[config.mk]
export PLATFORM = sky130hd
export DESIGN_NAME = bcd_to_bin
export DESIGN_NICKNAME = d
export VERILOG_FILES = /design/src/rtl/bcd_to_bin.sv
export SDC_FILE = /design/constraint.sdc
export NUM_CORES = 1
export LEC_CHECK = 0
export ABC_AREA = 1
export CAP_MARGIN = 30
export CORE_MARGIN = 4
export CORE_UTILIZATION = 50
export DETAILED_ROUTE_END_ITERATION = 10
export GPL_ROUTABILITY_DRIVEN = 0
export HOLD_SLACK_MARGIN = 0.06
export PLACE_DENSITY_LB_ADDON = 0.12
export SYNTH_ARGS = -nofsm -noshare
export SYNTH_HDL_FRONTEND = slang
export SYNTH_SLANG_ARGS = --single-unit
[constraint.sdc]
create_clock -name clk -period 2.3 [get_ports clk]
set_clock_uncertainty 0.2 [all_clocks]
set_input_delay 0.345 -clock clk [delete_from_list [all_inputs] [get_ports clk]]
set_output_delay 0.345 -clock clk [all_outputs]
set_load 0.05 [all_outputs]
[src/rtl/bcd_to_bin.sv]
// -----------------------------------------------------------------------------
// bcd_to_bin
//   Sequential packed-BCD to unsigned-binary converter. One digit is consumed
//   per clock, most significant digit first, using acc = acc*10 + digit.
//   A word containing any digit above 9 is not converted; it completes on the
//   following cycle with out_error set and out_bin cleared.
//
// Parameters
//   DIGITS : number of BCD digits in in_bcd (1..8)
//   BIN_W  : binary result width; 2**BIN_W must exceed 10**DIGITS - 1
//
// Ports
//   clk       in   rising-edge clock
//   rst       in   asynchronous active-high reset
//   in_valid  in   in_bcd is valid
//   in_ready  out  converter idle and able to accept (forced low during rst)
//   in_bcd    in   packed BCD word, digit 0 = [3:0] = least significant
//   out_valid out  result available (registered)
//   out_ready in   consumer takes the result
//   abort     in   (BCD_TO_BIN_ABORT_EN only) drop the conversion in progress
//   out_bin   out  binary result (registered, held until next completion)
//   out_error out  at least one input digit was above 9 (registered)
//
// Configuration
//   BCD_TO_BIN_ABORT_EN : when defined, adds the abort input. Abort returns
//   the block to IDLE from CONV or DONE without producing a result, and in
//   IDLE it blocks acceptance.
// -----------------------------------------------------------------------------
module bcd_to_bin #(
  parameter int DIGITS = 4,
  parameter int BIN_W  = 14
) (
  input  logic                  clk,
  input  logic                  rst,
  input  logic                  in_valid,
  output logic                  in_ready,
  input  logic [4*DIGITS-1:0]   in_bcd,
  output logic                  out_valid,
  input  logic                  out_ready,
`ifdef BCD_TO_BIN_ABORT_EN
  input  logic                  abort,
`endif
  output logic [BIN_W-1:0]      out_bin,
  output logic                  out_error
);

  localparam int CNT_W = $clog2(DIGITS + 1);

  typedef enum logic [1:0] {
    S_IDLE = 2'd0,
    S_CONV = 2'd1,
    S_DONE = 2'd2
  } state_t;

  state_t                r_state;
  state_t                w_state_nxt;

  logic [4*DIGITS-1:0]   r_shift;
  logic [BIN_W-1:0]      r_acc;
  logic [CNT_W-1:0]      r_cnt;
  logic [BIN_W-1:0]      r_out_bin;
  logic                  r_out_error;
  logic                  r_out_valid;

  logic [4*DIGITS-1:0]   w_shift_nxt;
  logic [BIN_W-1:0]      w_acc_nxt;
  logic [CNT_W-1:0]      w_cnt_nxt;
  logic [BIN_W-1:0]      w_bin_nxt;
  logic                  w_err_nxt;

  logic                  w_abort;
  logic                  w_accept;
  logic                  w_bad_digit;
  logic                  w_last_digit;
  logic [3:0]            w_msd;
  logic [BIN_W-1:0]      w_acc_step;

  // True when any 4-bit digit of the word is in the range A..F.
  function automatic logic has_bad_digit(input logic [4*DIGITS-1:0] word);
    logic bad;
    bad = 1'b0;
    for (int i = 0; i < DIGITS; i++) begin
      if (word[4*i +: 4] > 4'd9) begin
        bad = 1'b1;
      end else begin
        bad = bad;
      end
    end
    return bad;
  endfunction

`ifdef BCD_TO_BIN_ABORT_EN
  assign w_abort = abort;
`else
  assign w_abort = 1'b0;
`endif

  assign in_ready     = (r_state == S_IDLE) && !rst;
  // Abort wins over a simultaneous accept.
  assign w_accept     = in_valid && in_ready && !w_abort;
  assign w_bad_digit  = has_bad_digit(in_bcd);
  assign w_last_digit = (r_cnt == CNT_W'(DIGITS - 1));
  assign w_msd        = r_shift[4*DIGITS-1 -: 4];
  // acc*10 as shift-and-add, truncated to BIN_W.
  assign w_acc_step   = (r_acc << 3) + (r_acc << 1) + BIN_W'(w_msd);

  assign out_valid = r_out_valid;
  assign out_bin   = r_out_bin;
  assign out_error = r_out_error;

  // State register.
  always_ff @(posedge clk or posedge rst) begin
    if (rst) begin
      r_state <= S_IDLE;
    end else begin
      r_state <= w_state_nxt;
    end
  end

  // Next-state decode.
  always_comb begin
    w_state_nxt = r_state;
    case (r_state)
      S_IDLE: begin
        if (w_accept) begin
          w_state_nxt = w_bad_digit ? S_DONE : S_CONV;
        end else begin
          w_state_nxt = S_IDLE;
        end
      end
      S_CONV: begin
        if (w_abort) begin
          w_state_nxt = S_IDLE;
        end else if (w_last_digit) begin
          w_state_nxt = S_DONE;
        end else begin
          w_state_nxt = S_CONV;
        end
      end
      S_DONE: begin
        if (w_abort || out_ready) begin
          w_state_nxt = S_IDLE;
        end else begin
          w_state_nxt = S_DONE;
        end
      end
      default: begin
        w_state_nxt = S_IDLE;
      end
    endcase
  end

  // Datapath and result next values for the current state.
  always_comb begin
    w_shift_nxt = r_shift;
    w_acc_nxt   = r_acc;
    w_cnt_nxt   = r_cnt;
    w_bin_nxt   = r_out_bin;
    w_err_nxt   = r_out_error;
    case (r_state)
      S_IDLE: begin
        if (w_accept) begin
          w_shift_nxt = in_bcd;
          w_acc_nxt   = {BIN_W{1'b0}};
          w_cnt_nxt   = {CNT_W{1'b0}};
          if (w_bad_digit) begin
            w_bin_nxt = {BIN_W{1'b0}};
            w_err_nxt = 1'b1;
          end else begin
            w_bin_nxt = r_out_bin;
            w_err_nxt = r_out_error;
          end
        end else begin
          w_shift_nxt = r_shift;
        end
      end
      S_CONV: begin
        if (w_abort) begin
          w_shift_nxt = r_shift;
        end else begin
          w_acc_nxt   = w_acc_step;
          w_shift_nxt = r_shift << 4;
          w_cnt_nxt   = r_cnt + CNT_W'(1);
          if (w_last_digit) begin
            w_bin_nxt = w_acc_step;
            w_err_nxt = 1'b0;
          end else begin
            w_bin_nxt = r_out_bin;
          end
        end
      end
      S_DONE: begin
        w_shift_nxt = r_shift;
      end
      default: begin
        w_shift_nxt = r_shift;
      end
    endcase
  end

  // Datapath and registered outputs; out_valid tracks entry into DONE.
  always_ff @(posedge clk or posedge rst) begin
    if (rst) begin
      r_shift     <= {(4*DIGITS){1'b0}};
      r_acc       <= {BIN_W{1'b0}};
      r_cnt       <= {CNT_W{1'b0}};
      r_out_bin   <= {BIN_W{1'b0}};
      r_out_error <= 1'b0;
      r_out_valid <= 1'b0;
    end else begin
      r_shift     <= w_shift_nxt;
      r_acc       <= w_acc_nxt;
      r_cnt       <= w_cnt_nxt;
      r_out_bin   <= w_bin_nxt;
      r_out_error <= w_err_nxt;
      r_out_valid <= (w_state_nxt == S_DONE);
    end
  end

endmodule
==> summary.md <==
| Metric | Value |
|---|---|
| Compound-Gate Fraction of Synth Area | `0.116` |
| Pwr/cell area | `1150 nW/um2` |
| Total CTS buffers | `5` |
| Crit path max fanout | `4` |
| Clk_lat worst skew | `0.31 ns` |
| Core area | `5540 um2` |
| Max VDD drop | `0.000666 V` |
| Max incr delay on CP | `0.59 ns` |
| Worst setup EP type | `flop` |
| Drt drc | `0` |
| Min Tclk post-route | `2.24 ns` |
| Row Count | `27` |
| Post-Synthesis Cells | `357` |
| YS warnings | `0` |
| Share of layout cells above drive strength 1 | `0.190` |
| Worst hold path type | `primary input to async pin` |
| Initial drt markers | `~130` |
| Top cell by count, worst path | `inv_2` |
| Worst setup path class | `flop to flop` |
| Distinct cells, synth | `32` |
| Slowest cell on crit path | `fa_2` |
| Tcrit/Tclk final | `0.974` |
| Area grow syn2layout | `30.1%` |
| LEAKAGE | `roughly 1.9 nW` |
| DIE WIDTH | `83.6 um` |
| Reg clk slew, reported paths | `0.09 ns` |
| CTS HTree Levels | `2` |
| Avg WL per Cell | `between 10 and 15 um` |
| Seq cells post-synth | `50` |
| Final hold vios | `0` |
| Pins Over Slew Limit | `0` |
| Clock root buffer | `clkbuf_8` |
| Synth Area in XOR/XNOR | `0.00306` |
| Setup violations, final | `0` |
| # hold bufs at CTS | `0` |
| CP cell instances | `inv_2 > fa_2 > inv_2 > ha_4 > nand3_2 > nand3_4 > a21oi_2 > o21ai_2 > buf_4 > o21ai_1` |
| Outcome | `complete, no violations` |
| Ports | `37` |
| Final WL | `6710 um` |
| Syn Nets | `403` |
| Total power | `0.00427 W` |
| Port bufs | `36` |
| Antenna viol nets, final | `0` |
| Vias in the first global route | `2421` |
| CTS tree | `yes` |
| Die H | `83.6 um` |
| Vias | `roughly 2500` |
| Max Clk Rate | `~0.45 GHz` |
| Synth Area in Simple Gates | `0.248` |
| Largest net degree at the start of global routing | `51` |
| CP startpoint kind | `flop` |
| Maximum root-to-sink buffer count | `2` |
| First-pass GRT wire length | `11100 um` |
| Post-DP HPWL | `4630 um` |
| Fill count | `467` |
| Post-Synth Adder-Cell Area | `0.119` |
| Average via count per standard cell | `5.20` |
| MaxCap Viol Count | `0` |
| Nets | `451` |
| Register area share after synthesis | `0.438` |
| GRT overflow | `0` |
| Finished Layout Cells | `roughly 480` |
| Ant diodes | `0` |
| Sink Count | `50` |
| Post-Syn Area | `2860 um2` |
| Crit path DAT | `~2.3 ns` |
| RSZ-0062 raised after global routing | `yes` |
| WP data required | `2.34 ns` |
| Syn_area_per_cell | `roughly 8 um2` |
| R2R Setup Slk | `0.06 ns` |
| Die Area | `6990 um2` |
| Initial Util | `0.516` |
| Worst path buffer plus inverter count | `3` |
| Worst-Margin Slew | `0.512 ns` |
| Placed insts | `466` |
| GRT Total Usage | `0.195` |
| Antenna violations before repair | `0` |
| Combinational family with the most area after synthesis | `simple AND/OR/NAND/NOR gates` |
| Post-synthesis mux area share | `0` |
| DRT Pass-1 Iters | `4` |
| Crit-path leading delay family | `adder cells` |
| Max-slew headroom | `0.658` |
==> cells by family (layout without fill, tap and decap cells) <==
group           count (synthesis)  in the layout
xor+xnor                        1              1
flops                          50             50
compound gates                 59             59
fa+ha+maj                      26             26
simple gates                  167            167
buf+inv                        54            103
==> cell type report <==
| class | count | area (um2) | area share |
|---|---|---|---|
| multi-input combinational | 253 | 1590 | 0.428 |
| sequential | 50 | 1250 | 0.337 |
| timing repair buffer | 50 | 504 | 0.136 |
| inverter | 45 | 169 | 0.0454 |
| tap | 72 | 90.1 | 0.0242 |
| clock buffer | 5 | 68.8 | 0.0185 |
| clock inverter | 3 | 45.0 | 0.0121 |
==> layout by cell type, fill, tap and decap left out, types with 3 or more instances in the layout <==
| cell | count |
|---|---|
| nand2_2 | 6 |
| buf_12 | 3 |
| buf_4 | 11 |
| nand4_1 | 3 |
| inv_2 | 9 |
| nor3_1 | 3 |
| clkbuf_8 | 5 |
| nor2_2 | 3 |
| nand3_1 | 9 |
| clkdlybuf4s50_1 | 35 |
| ha_2 | 3 |
| o211ai_1 | 5 |
| nand2_1 | 105 |
| a21oi_2 | 8 |
| inv_1 | 36 |
| nand3b_1 | 3 |
| dfrtp_1 | 49 |
| nand3_2 | 9 |
| ha_1 | 16 |
| nor2_1 | 19 |
| o21ai_0 | 24 |
| ha_4 | 5 |
| o21ai_1 | 9 |
==> report_power, final <==
group / switching (W) / leakage, nW / internal (W)
registers: 0.000207 / 0.653 / 0.00119
clock network: 0.000314 / 0.0504 / 0.000324
logic: 0.00133 / 1.17 / 0.000898
total: 0.00186 / 1.87 / 0.00241
==> metal layers <==
layer	GRT usage	share of wire	vias up
met5	0	0	-
met4	0.0643	0.011	0
met3	0.0336	0.051	6
met2	0.331	0.51	54
met1	0.251	0.43	1162
li1	-	-	1265
==> cells in the mapped netlist, drive strengths merged <==
library cell	n	area share
a211oi	1	0.0026
a21oi	10	0.018
a221oi	2	0.0061
a22o	1	0.0031
a22oi	2	0.0053
a31oi	2	0.0044
buf	5	0.012
clkbuf	4	0.0053
dfrtp	50	0.44
fa	2	0.014
ha	24	0.11
inv	45	0.059
nand2	113	0.15
nand3	20	0.039
nand3b	3	0.0079
nand4	3	0.0066
nor2	22	0.029
nor3	4	0.0088
o211ai	5	0.013
o21ai	34	0.060
o22ai	1	0.0022
o31ai	1	0.0026
or2	2	0.0044
xor2	1	0.0031
==> stage by stage <==
step | area (um2) | setup TNS, ns | setup WS [ns] | hold WS (ns) | utilization
6_report | 3720 | 0 | 0.0592 | 0.265 | 0.671
5_1_grt | 3720 | -0.242 | -0.0520 | 0.307 | 0.671
4_1_cts | 3530 | 0 | 0.0163 | 0.283 | 0.637
3_5_place_dp | 3380 | -0.251 | -0.0760 | 0.270 | 0.610
3_3_place_gp | 3380 | -0.0213 | -0.0160 | 0.264 | 0.610
2_1_floorplan | 2870 | 0 | 0.0848 | 0.250 | -
==> flip-flops by register name (all words and copies together) (netlist names) <==
name and flops:
out_bin 14, r_cnt 3, r_acc 13, out_valid 1
r_state 2, r_shift 16, out_error 1
==> final timing paths <==
path                            start    endpoint  depth (start not counted)
min in group clk           out_bin[3]  out_bin[3]                          2
hold / removal                    rst  r_shift[1]                          3
setup reg to reg             r_acc[2]  out_bin[5]                         10
max in group asynchronous         rst    r_acc[8]                          3
setup / recovery             r_acc[2]  out_bin[5]                         10
hold reg to reg            out_bin[3]  out_bin[3]                          2
==> worst reg2reg max path: cells and delay by family, from the launching register on <==
family,cells,cell delay (ns)
buf+inv,3,0.24
compound gates,3,0.33
flops,1,0.38
fa+ha+maj,2,0.82
simple gates,2,0.20
==> what timing repair did <==
action / in CTS / in global routing
gates resized for setup: 12 / 40
pin swaps: 1 / 12
buffers inserted: 0 / 4
endpoints found under the setup margin: 11 / 16
Power figures use the tool's default switching activity.
